### config.mk
export PLATFORM = sky130hd
export DESIGN_NAME = des_core_iter
export DESIGN_NICKNAME = d
export VERILOG_FILES = /design/src/rtl/des_core_iter.sv
export SDC_FILE = /design/constraint.sdc
export NUM_CORES = 1
export LEC_CHECK = 0
export CAP_MARGIN = 20
export CORE_MARGIN = 2
export CORE_UTILIZATION = 50
export DETAILED_ROUTE_END_ITERATION = 10
export DONT_BUFFER_PORTS = 1
export PLACE_DENSITY_LB_ADDON = 0.15
export SYNTH_ARGS = -nofsm -noshare
export SYNTH_HDL_FRONTEND = slang
export SYNTH_SLANG_ARGS = --single-unit
### constraint.sdc
create_clock -name clk -period 4.9 [get_ports clk]
set_clock_uncertainty 0.1 [all_clocks]
set_input_delay 0.49 -clock clk [delete_from_list [all_inputs] [get_ports clk]]
set_output_delay 0.49 -clock clk [all_outputs]
set_load 0.02 [all_outputs]
### src/rtl/des_core_iter.sv
// des_core_iter: iterative DES engine, ROUNDS_PER_CYCLE Feistel rounds
// per clock, subkeys derived on the fly from the latched key.
module des_core_iter #(
  parameter int ROUNDS_PER_CYCLE = 1
) (
  input  logic        clk,
  input  logic        rst,
  input  logic        in_valid,
  output logic        in_ready,
  input  logic        in_decrypt,
  input  logic [63:0] in_data,
  input  logic [63:0] in_key,
  output logic        out_valid,
  input  logic        out_ready,
  output logic [63:0] out_data
);

  if (!(ROUNDS_PER_CYCLE inside {1, 2, 4, 8, 16})) begin : g_rpc_check
    $error("ROUNDS_PER_CYCLE must be 1, 2, 4, 8 or 16");
  end

  localparam logic [3:0] RC_STEP = 4'(ROUNDS_PER_CYCLE);
  localparam logic [3:0] RC_LAST = 4'(16 - ROUNDS_PER_CYCLE);

  localparam int IP_T [64] = '{
    58, 50, 42, 34, 26, 18, 10, 2, 60, 52, 44, 36, 28, 20, 12, 4,
    62, 54, 46, 38, 30, 22, 14, 6, 64, 56, 48, 40, 32, 24, 16, 8,
    57, 49, 41, 33, 25, 17, 9, 1, 59, 51, 43, 35, 27, 19, 11, 3,
    61, 53, 45, 37, 29, 21, 13, 5, 63, 55, 47, 39, 31, 23, 15, 7};

  localparam int FP_T [64] = '{
    40, 8, 48, 16, 56, 24, 64, 32, 39, 7, 47, 15, 55, 23, 63, 31,
    38, 6, 46, 14, 54, 22, 62, 30, 37, 5, 45, 13, 53, 21, 61, 29,
    36, 4, 44, 12, 52, 20, 60, 28, 35, 3, 43, 11, 51, 19, 59, 27,
    34, 2, 42, 10, 50, 18, 58, 26, 33, 1, 41, 9, 49, 17, 57, 25};

  localparam int E_T [48] = '{
    32, 1, 2, 3, 4, 5, 4, 5, 6, 7, 8, 9, 8, 9, 10, 11,
    12, 13, 12, 13, 14, 15, 16, 17, 16, 17, 18, 19, 20, 21, 20, 21,
    22, 23, 24, 25, 24, 25, 26, 27, 28, 29, 28, 29, 30, 31, 32, 1};

  localparam int P_T [32] = '{
    16, 7, 20, 21, 29, 12, 28, 17, 1, 15, 23, 26, 5, 18, 31, 10,
    2, 8, 24, 14, 32, 27, 3, 9, 19, 13, 30, 6, 22, 11, 4, 25};

  localparam int PC1_T [56] = '{
    57, 49, 41, 33, 25, 17, 9, 1, 58, 50, 42, 34, 26, 18,
    10, 2, 59, 51, 43, 35, 27, 19, 11, 3, 60, 52, 44, 36,
    63, 55, 47, 39, 31, 23, 15, 7, 62, 54, 46, 38, 30, 22,
    14, 6, 61, 53, 45, 37, 29, 21, 13, 5, 28, 20, 12, 4};

  localparam int PC2_T [48] = '{
    14, 17, 11, 24, 1, 5, 3, 28, 15, 6, 21, 10,
    23, 19, 12, 4, 26, 8, 16, 7, 27, 20, 13, 2,
    41, 52, 31, 37, 47, 55, 30, 40, 51, 45, 33, 48,
    44, 49, 39, 56, 34, 53, 46, 42, 50, 36, 29, 32};

  // S1..S8, each 4 rows of 16, row = {b1,b6}, column = b2..b5
  localparam logic [3:0] S_T [512] = '{
    14, 4, 13, 1, 2, 15, 11, 8, 3, 10, 6, 12, 5, 9, 0, 7,
    0, 15, 7, 4, 14, 2, 13, 1, 10, 6, 12, 11, 9, 5, 3, 8,
    4, 1, 14, 8, 13, 6, 2, 11, 15, 12, 9, 7, 3, 10, 5, 0,
    15, 12, 8, 2, 4, 9, 1, 7, 5, 11, 3, 14, 10, 0, 6, 13,
    15, 1, 8, 14, 6, 11, 3, 4, 9, 7, 2, 13, 12, 0, 5, 10,
    3, 13, 4, 7, 15, 2, 8, 14, 12, 0, 1, 10, 6, 9, 11, 5,
    0, 14, 7, 11, 10, 4, 13, 1, 5, 8, 12, 6, 9, 3, 2, 15,
    13, 8, 10, 1, 3, 15, 4, 2, 11, 6, 7, 12, 0, 5, 14, 9,
    10, 0, 9, 14, 6, 3, 15, 5, 1, 13, 12, 7, 11, 4, 2, 8,
    13, 7, 0, 9, 3, 4, 6, 10, 2, 8, 5, 14, 12, 11, 15, 1,
    13, 6, 4, 9, 8, 15, 3, 0, 11, 1, 2, 12, 5, 10, 14, 7,
    1, 10, 13, 0, 6, 9, 8, 7, 4, 15, 14, 3, 11, 5, 2, 12,
    7, 13, 14, 3, 0, 6, 9, 10, 1, 2, 8, 5, 11, 12, 4, 15,
    13, 8, 11, 5, 6, 15, 0, 3, 4, 7, 2, 12, 1, 10, 14, 9,
    10, 6, 9, 0, 12, 11, 7, 13, 15, 1, 3, 14, 5, 2, 8, 4,
    3, 15, 0, 6, 10, 1, 13, 8, 9, 4, 5, 11, 12, 7, 2, 14,
    2, 12, 4, 1, 7, 10, 11, 6, 8, 5, 3, 15, 13, 0, 14, 9,
    14, 11, 2, 12, 4, 7, 13, 1, 5, 0, 15, 10, 3, 9, 8, 6,
    4, 2, 1, 11, 10, 13, 7, 8, 15, 9, 12, 5, 6, 3, 0, 14,
    11, 8, 12, 7, 1, 14, 2, 13, 6, 15, 0, 9, 10, 4, 5, 3,
    12, 1, 10, 15, 9, 2, 6, 8, 0, 13, 3, 4, 14, 7, 5, 11,
    10, 15, 4, 2, 7, 12, 9, 5, 6, 1, 13, 14, 0, 11, 3, 8,
    9, 14, 15, 5, 2, 8, 12, 3, 7, 0, 4, 10, 1, 13, 11, 6,
    4, 3, 2, 12, 9, 5, 15, 10, 11, 14, 1, 7, 6, 0, 8, 13,
    4, 11, 2, 14, 15, 0, 8, 13, 3, 12, 9, 7, 5, 10, 6, 1,
    13, 0, 11, 7, 4, 9, 1, 10, 14, 3, 5, 12, 2, 15, 8, 6,
    1, 4, 11, 13, 12, 3, 7, 14, 10, 15, 6, 8, 0, 5, 9, 2,
    6, 11, 13, 8, 1, 4, 10, 7, 9, 5, 0, 15, 14, 2, 3, 12,
    13, 2, 8, 4, 6, 15, 11, 1, 10, 9, 3, 14, 5, 0, 12, 7,
    1, 15, 13, 8, 10, 3, 7, 4, 12, 5, 6, 11, 0, 14, 9, 2,
    7, 11, 4, 1, 9, 12, 14, 2, 0, 6, 10, 13, 15, 3, 5, 8,
    2, 1, 14, 7, 4, 10, 8, 13, 15, 12, 9, 0, 3, 5, 6, 11};

  function automatic logic [63:0] perm_ip(input logic [63:0] x);
    logic [63:0] y;
    y = '0;
    for (int i = 0; i < 64; i++)
      y = {y[62:0], x[6'(64 - IP_T[6'(i)])]};
    return y;
  endfunction

  function automatic logic [63:0] perm_fp(input logic [63:0] x);
    logic [63:0] y;
    y = '0;
    for (int i = 0; i < 64; i++)
      y = {y[62:0], x[6'(64 - FP_T[6'(i)])]};
    return y;
  endfunction

  function automatic logic [55:0] perm_pc1(input logic [63:0] x);
    logic [55:0] y;
    y = '0;
    for (int i = 0; i < 56; i++)
      y = {y[54:0], x[6'(64 - PC1_T[6'(i)])]};
    return y;
  endfunction

  function automatic logic [47:0] perm_pc2(input logic [55:0] x);
    logic [47:0] y;
    y = '0;
    for (int i = 0; i < 48; i++)
      y = {y[46:0], x[6'(56 - PC2_T[6'(i)])]};
    return y;
  endfunction

  function automatic logic [47:0] expand(input logic [31:0] x);
    logic [47:0] y;
    y = '0;
    for (int i = 0; i < 48; i++)
      y = {y[46:0], x[5'(32 - E_T[6'(i)])]};
    return y;
  endfunction

  function automatic logic [31:0] perm_p(input logic [31:0] x);
    logic [31:0] y;
    y = '0;
    for (int i = 0; i < 32; i++)
      y = {y[30:0], x[5'(32 - P_T[5'(i)])]};
    return y;
  endfunction

  function automatic logic [31:0] sbox(input logic [47:0] x);
    logic [31:0] y;
    logic [5:0]  six;
    y = '0;
    for (int s = 0; s < 8; s++) begin
      six = 6'(x >> (42 - 6 * s));
      y = {y[27:0], S_T[{3'(s), six[5], six[0], six[4:1]}]};
    end
    return y;
  endfunction

  function automatic logic single_shift(input logic [4:0] n);
    return n == 5'd1 || n == 5'd2 || n == 5'd9 || n == 5'd16;
  endfunction

  function automatic logic [27:0] rotl(input logic [27:0] x, input logic one);
    return one ? {x[26:0], x[27]} : {x[25:0], x[27:26]};
  endfunction

  function automatic logic [27:0] rotr(input logic [27:0] x, input logic one);
    return one ? {x[0], x[27:1]} : {x[1:0], x[27:2]};
  endfunction

  typedef enum logic [1:0] {IDLE, RUN, DONE} state_t;

  state_t      state;
  logic [31:0] l, r, l_nx, r_nx, f_out;
  logic [27:0] c, d, c_nx, d_nx;
  logic [47:0] k;
  logic [4:0]  n;
  logic [3:0]  rc;
  logic        mode;
  logic        accept;
  logic [63:0] ip_in;
  logic [55:0] pc1_in;

  assign in_ready = !rst && (state == IDLE || (state == DONE && out_ready));
  assign accept   = in_valid && in_ready;
  assign ip_in    = perm_ip(in_data);
  assign pc1_in   = perm_pc1(in_key);

  // Unrolled chain of this cycle's rounds, subkeys derived as C/D rotate
  always_comb begin
    l_nx  = l;
    r_nx  = r;
    c_nx  = c;
    d_nx  = d;
    k     = '0;
    n     = '0;
    f_out = '0;
    for (int j = 0; j < ROUNDS_PER_CYCLE; j++) begin
      n = {1'b0, rc} + 5'(j) + 5'd1;
      if (mode) begin
        k    = perm_pc2({c_nx, d_nx});
        c_nx = rotr(c_nx, single_shift(5'd17 - n));
        d_nx = rotr(d_nx, single_shift(5'd17 - n));
      end else begin
        c_nx = rotl(c_nx, single_shift(n));
        d_nx = rotl(d_nx, single_shift(n));
        k    = perm_pc2({c_nx, d_nx});
      end
      f_out = l_nx ^ perm_p(sbox(expand(r_nx) ^ k));
      l_nx  = r_nx;
      r_nx  = f_out;
    end
  end

  // Control FSM with registered result; accept overrides the case outcome
  always_ff @(posedge clk or posedge rst) begin
    if (rst) begin
      state     <= IDLE;
      out_valid <= 1'b0;
      out_data  <= '0;
      l         <= '0;
      r         <= '0;
      c         <= '0;
      d         <= '0;
      rc        <= '0;
      mode      <= 1'b0;
    end else begin
      unique case (state)
        IDLE: ;
        RUN: begin
          l  <= l_nx;
          r  <= r_nx;
          c  <= c_nx;
          d  <= d_nx;
          rc <= rc + RC_STEP;
          if (rc == RC_LAST) begin
            out_data  <= perm_fp({r_nx, l_nx});
            out_valid <= 1'b1;
            state     <= DONE;
          end
        end
        DONE: begin
          if (out_ready) begin
            out_valid <= 1'b0;
            state     <= IDLE;
          end
        end
        default: state <= IDLE;
      endcase
      if (accept) begin
        l     <= ip_in[63:32];
        r     <= ip_in[31:0];
        c     <= pc1_in[55:28];
        d     <= pc1_in[27:0];
        rc    <= '0;
        mode  <= in_decrypt;
        state <= RUN;
      end
    end
  end

endmodule

# Word level (Yosys, flattened, before mapping)
# Memories as Yosys holds them, arrays and structs flattened.
# Index checks and enable logic that the tools add are counted.
# W data, S select, Z words.
[classes]
addsub = 3
order_cmp = 4
eq_ne = 16
muxes = 27
bitwise_logic = 6
reduce_logical = 17
[op_table]
columns = ["operator", "count"]
rows = [
  ["$mux W28", 5],
  ["$mux W32", 4],
  ["$ge A10 B10 Y1 const B", 4],
  ["$not A9 Y10", 4],
  ["$mux W4", 8],
  ["$xor A32 B32 Y32", 1],
  ["$mux W24", 1],
  ["$xor A24 B24 Y24", 1],
  ["$eq A5 B1 Y1 const B", 2],
  ["$eq A5 B2 Y1 const B", 2],
  ["$eq A5 B4 Y1 const B", 2],
  ["$eq A5 B5 Y1 const B", 2],
  ["$logic_or A1 B1 Y1", 7],
  ["$mux W2", 3],
  ["$mux W3", 2],
  ["$ne A2 B2 Y1 const B", 3],
  ["$ne A3 B3 Y1 const B", 2],
  ["$pmux W2 S3", 1],
  ["$reduce_and A3 Y1", 2],
  ["$add A4 B1 Y5 const B", 1],
  ["$sub A5 B5 Y5 const A", 1],
  ["$add A4 B1 Y4 const B", 1],
  ["$eq A4 B4 Y1 const B", 1],
  ["$reduce_bool A2 Y1", 2],
  ["8 further kinds", 11],
]
[word_totals]
reg_bits = 116
romBits = 8192
in_bits = 133
out_inout_bits = 66
wordCells = 85
mem_count = 4
[mem_list]
columns = ["name", "words", "width", "read_ports", "rd_ports_with_merged_regs", "wr", "line_no", "text"]
rows = [
  ["(no name shown)", 512, 4, 1, 0, 0, "147", "y = {y[27:0], S_T[{3'(s), six[5], six[0], six[4:1]}]};"],
  ["(no name shown)", 512, 4, 1, 0, 0, "147", ""],
  ["(no name shown)", 512, 4, 1, 0, 0, "147", ""],
  ["(no name shown)", 512, 4, 1, 0, 0, "147", ""],
]

# Depth between registers and ports, before layout
[depth]
depth_word = 15
mapped_depth = 15
ltp_nobuf = 15

# Worst setup path after synthesis
# OpenSTA, ideal clock, no wires.
[synth_path]
path_kind = "reg2reg"
startpoint = "register rc[0]"
endpoint = "register r[24], in the netlist l_nx[24]"
setup_time_ns = 0.082
t_arrival_ns = 2.973
required_time_ns = 4.718
setup_slack_ns = 1.745
path_stages_with_launch = 15
n_path_buf = 1
period_less_slack_ns = 3.155
path_cell_list = "dfrtp_1 -> ha_1 -> buf_6 -> and3_4 -> o211a_2 -> o21ai_4 -> a221oi_2 -> nor2_1 -> inv_1 -> ha_1 -> inv_1 -> o211a_1 -> a211o_1 -> a21o_1 -> a31oi_1"
[synth_via]
elab_chain_len = 15
elab_cells_between_ends = 18
classes_between = "add/sub: 1; eq/ne: 4; mux: 6; bitwise: 3; reduce/logical: 3; memory: 1"
[synth_rtl]
columns = ["element", "line_no", "text"]
rows = [
  ["from (decl)", "171", "logic [3:0] rc;"],
  ["from (signal assigned)", "228", "rc <= rc + RC_STEP;"],
  ["$add A4 B1 Y5 (*)", "192", "n = {1'b0, rc} + 5'(j) + 5'd1;"],
  ["$eq A5 B1 Y1 or $eq A5 B2 Y1 (tied branches)", "153", "return n == 5'd1 || n == 5'd2 || n == 5'd9 || n == 5'd16;"],
  ["$logic_or A1 B1 Y1 (2 in series)", "153", ""],
  ["$logic_or A1 B1 Y1 (*)", "153", ""],
  ["$mux W28 (*)", "157", "return one ? {x[26:0], x[27]} : {x[25:0], x[27:26]};"],
  ["$mux W24 (*)", "193", "if (mode) begin"],
  ["$xor A24 B24 Y24 (*)", "202", "f_out = l_nx ^ perm_p(sbox(expand(r_nx) ^ k));"],
  ["$not A9 Y10 (not written as such) (*)", "147", ""],
  ["$mem_v2 Z512 W4 (*)", "--", ""],
  ["$mux W4 (not written as such) (*) (2 in series)", "147", ""],
  ["$xor A32 B32 Y32 (*)", "202", ""],
  ["$mux W32 (*)", "221", "unique case (state)"],
  ["$mux W32 (*)", "243", "if (accept) begin"],
  ["to (signal assigned)", "225", "r <= r_nx;"],
  ["to (signal assigned)", "245", "r <= ip_in[31:0];"],
  ["to (decl)", "167", "logic [31:0] l, r, l_nx, r_nx, f_out;"],
]
# Every way passes the cells marked *; elsewhere a longest branch is shown, timed or not. The select of a mux whose other input is x is not followed.
# A chain may end at the register's enable or synchronous reset.

# Final worst setup path
[layout_path]
startpoint = "register rc[0]"
endpoint = "register d[25]"
[layout_via]
elab_chain_len = 10
elab_cells_between_ends = 21
classes_between = "add/sub: 2; eq/ne: 8; mux: 5; reduce/logical: 6"
[layout_rtl]
columns = ["element", "line_no", "text"]
rows = [
  ["$add A4 B1 Y5 (*)", "192", ""],
  ["$sub A5 B5 Y5", "196", "d_nx = rotr(d_nx, single_shift(5'd17 - n));"],
  ["$eq A5 B1 Y1 or $eq A5 B2 Y1 (tied branches)", "153", ""],
  ["$logic_or A1 B1 Y1 (3 in series)", "153", ""],
  ["$mux W28", "161", "return one ? {x[0], x[27:1]} : {x[1:0], x[27:2]};"],
  ["$mux W28 (*)", "193", ""],
  ["$mux W28 (*)", "221", ""],
  ["$mux W28 (*)", "243", ""],
  ["to (signal assigned)", "227", "d <= d_nx;"],
  ["to (signal assigned)", "247", "d <= pc1_in[27:0];"],
  ["to (decl)", "168", "logic [27:0] c, d, c_nx, d_nx;"],
]
# Marked as above.

==> impl_metrics.py <==
metrics = {
    "cts": {
        "cts_tree": "done",
        "cts_buffers": 5,
        "cts_resized": 0,
        "clk-insertion-delay-late_ns": 0.31,
        "clk_pin_slew_ns": 0.10,
        "postCtsSetupBuffers": 0,
        "h-tree-depth": 2,
        "clock_path_buffers": 2,
        "clock_sinks": 51,
        "cts_hold_repair.buffers": 0,
        "cts_root_buffer": "clkbuf_8",
    },
    "job": {
        "max-cap-violations": 0,
    },
    "finish": {
        "diodes": 0,
        "layout_commonest_cell": "conb_1",
        "finalNetCount": 579,
        "mostFrequentLayoutCells": "conb_1, dfrtp_1, nand2_1",
        "fillCellCount": 747,
        "syn2layout_area_growth_pct": -2.35,
        "drive_gt1_share_pct": 10.3,
    },
    "worst_setup_path": {
        "required_ns": 5.00,
        "r2r_cells": 12,
        "crit_path_end_kind": "flop",
        "cp_cell_sequence": "ha_1 -> xor2_2 -> inv_2 -> ha_1 -> xnor2_1 -> xnor2_1 -> a21oi_1 -> mux2i_1 -> nand2_2 -> mux2i_1 -> a211oi_1 -> a221o_1",
        "crit_buf_inv": 1,
        "path_depth": 12,
        "cp-start-kind": "flop",
        "arrival_ns": 4.11,
        "crit_type": "reg -> reg",
        "critical_path.max_fanout": 26,
        "reg2reg_slack_ns": 0.89,
        "endpoint": "d[25]",
        "startpoint": "rc[0]",
        "reg2reg_from": "rc[0]",
        "cp_slowest_stage_delay_ns": 0.52,
        "cp_slowest_cell": "nand2_2",
        "critical_path.top_delay_family": "XOR/XNOR gates",
        "reg2reg_to": "d[25]",
    },
    "floorplan": {
        "num_rows": 32,
        "die_area_um2": 8830,
        "coreArea_um2": 7770,
        "die_w_um": 93.9,
        "io_pins": 199,
        "start_util_pct": 52.1,
        "die_height_um": 93.9,
    },
    "timing": {
        "period_needed_ns": 4.01,
        "drv_slew": 0,
        "rsz0062_at_grt": "no",
        "fin_ws_ns": 0.887,
        "worst_pin_slew_ns": 0.787,
        "timing.setup.tns_ns": 0,
        "hold_violations": 0,
        "setup_viol": 0,
        "relSlewSlack_pct": 47.3,
        "fmax_ghz": 0.249,
        "min_period_over_period_pct": 81.9,
    },
    "status": {
        "outcome": "finished, final reports clean",
    },
    "grt": {
        "grt-ovfl-total": 0,
        "grt_max_degree": 52,
        "grt_pass1_wl_um": 14000,
        "grt_pass1_vias": 2733,
        "grt_antenna_before_repair": 0,
        "grt_usage_pct": 19.7,
    },
    "synth": {
        "syn_avg_cell_area_um2": 9.01,
        "ys_types": 59,
        "yosysWarningCount": 0,
        "synth_ff_type": "dfrtp_1",
        "synth_seq_cells": 51,
        "yosysSeqAreaShare_pct": 31.5,
        "synth_edf_count": 0,
        "syn-cell-area_um2": 4050,
        "synthArstFlopShare_pct": 100,
        "synth_top_area_share_pct": 31.5,
        "synth.area.top_cells": "dfrtp_1, buf_4, mux2i_1",
        "synth_top_area_cell": "dfrtp_1",
        "netlist_instances": 449,
    },
    "placement": {
        "hpwlAfterDp_um": 5770,
        "place_congestion": 0.813,
        "pre_cts_ws_ns": 0.926,
        "io_buffers": 0,
    },
    "drt": {
        "drt_wl_total_um": 8620,
        "drc": 0,
        "drt_iter0_drc": 97,
        "antenna_left": 0,
        "first_pass_iters": 4,
        "via_count": 3000,
        "wl_per_cell_um": 16.0,
        "viasPerCell": 5.59,
    },
    "power": {
        "power.leakage_nw": 1.90,
        "peakVddDrop_mv": 0.395,
        "p_per_area_nw_per_um2": 890,
    },
    "worst_hold_path": {
        "hp-class": "in -> async",
    },
}
==> kinds of logic after synthesis <==
family,after synthesis,synth area share [%]
buffers and inverters,103,15.9
adder cells (fa/ha/maj),12,3.71
other,1,0.0927
XOR/XNOR,4,1.05
multiplexers,38,9.71
AND/OR/NAND/NOR,107,14.0
flip-flops,51,31.5
AO/OA/AOI/OAI,133,24.0
==> synthesized netlist by cell type, drive strengths merged, types with 2 or more instances <==
library cell  instances
a32o                  2
ha                   12
mux2i                28
nand2                35
o22ai                 2
clkbuf               20
dfrtp                51
o31ai                 3
xnor2                 2
a211o                 4
a311oi                2
mux2                 10
o21ai                25
nand4                 3
and3                  5
buf                  67
a21oi                33
inv                  16
nor3b                 3
o211a                 2
nand2b                2
nor3                  2
nor2                 15
nand3                11
a211oi               21
a31oi                 3
xor2                  2
o211ai                3
a22oi                 3
and2                 22
nor2b                 6
a21o                  5
a22o                 19
==> per-layer routing <==
metal	part of all wire, %	GRT usage, %
met3	4.7	4.41
met4	0.78	3.62
met2	44	30.4
met1	51	28.5
met5	0	0
==> worst min-delay path by stage <==
stage,from,endpoint,slack (ns),cells after the start
after floorplan,l[27],l_nx[27],0.32,1
after global placement,l[27],l_nx[27],0.32,1
after detailed placement,l[27],l_nx[27],0.35,1
after CTS,rst,state[1],0.17,2
after global routing,rst,state[1],0.19,2
final,rst,l[17],0.14,2
==> report_power, final <==
part,switching [mW],internal [mW]
Sequential,0.313,0.621
Combinational,1.29,1.05
Clock,0.146,0.100
==> flip-flops by register name, indices dropped and copies added, names as in the netlist <==
name,count
d,28
l,5
l_nx,5
out_data,5
rc,4
state,2
mode,1
out_valid,1
==> final cells by class <==
type | count | area, um^2 | area share, %
Tap cell | 102 | 128 | 3.23
Inverter | 16 | 60.1 | 1.52
Clock buffer | 6 | 72.6 | 1.84
Timing Repair Buffer | 7 | 52.6 | 1.33
Multi-Input combinational cell | 353 | 2350 | 59.4
Clock inverter | 2 | 12.5 | 0.317
Sequential cell | 51 | 1280 | 32.3
==> through the flow <==
step                      power (mW)  util [%]  instances  hold WS (ns)  cell area, um^2
after CTS                       3.52      50.9        537         0.167             3950
after global routing            3.83      50.9        537         0.190             3950
after floorplan                 2.88         -        507         0.317             4260
final                           3.52      50.9        537         0.138             3950
after global placement          3.19      49.8        529         0.325             3860
after detailed placement        3.26      49.8        529         0.353             3860
(Power assumes the default switching activity.)
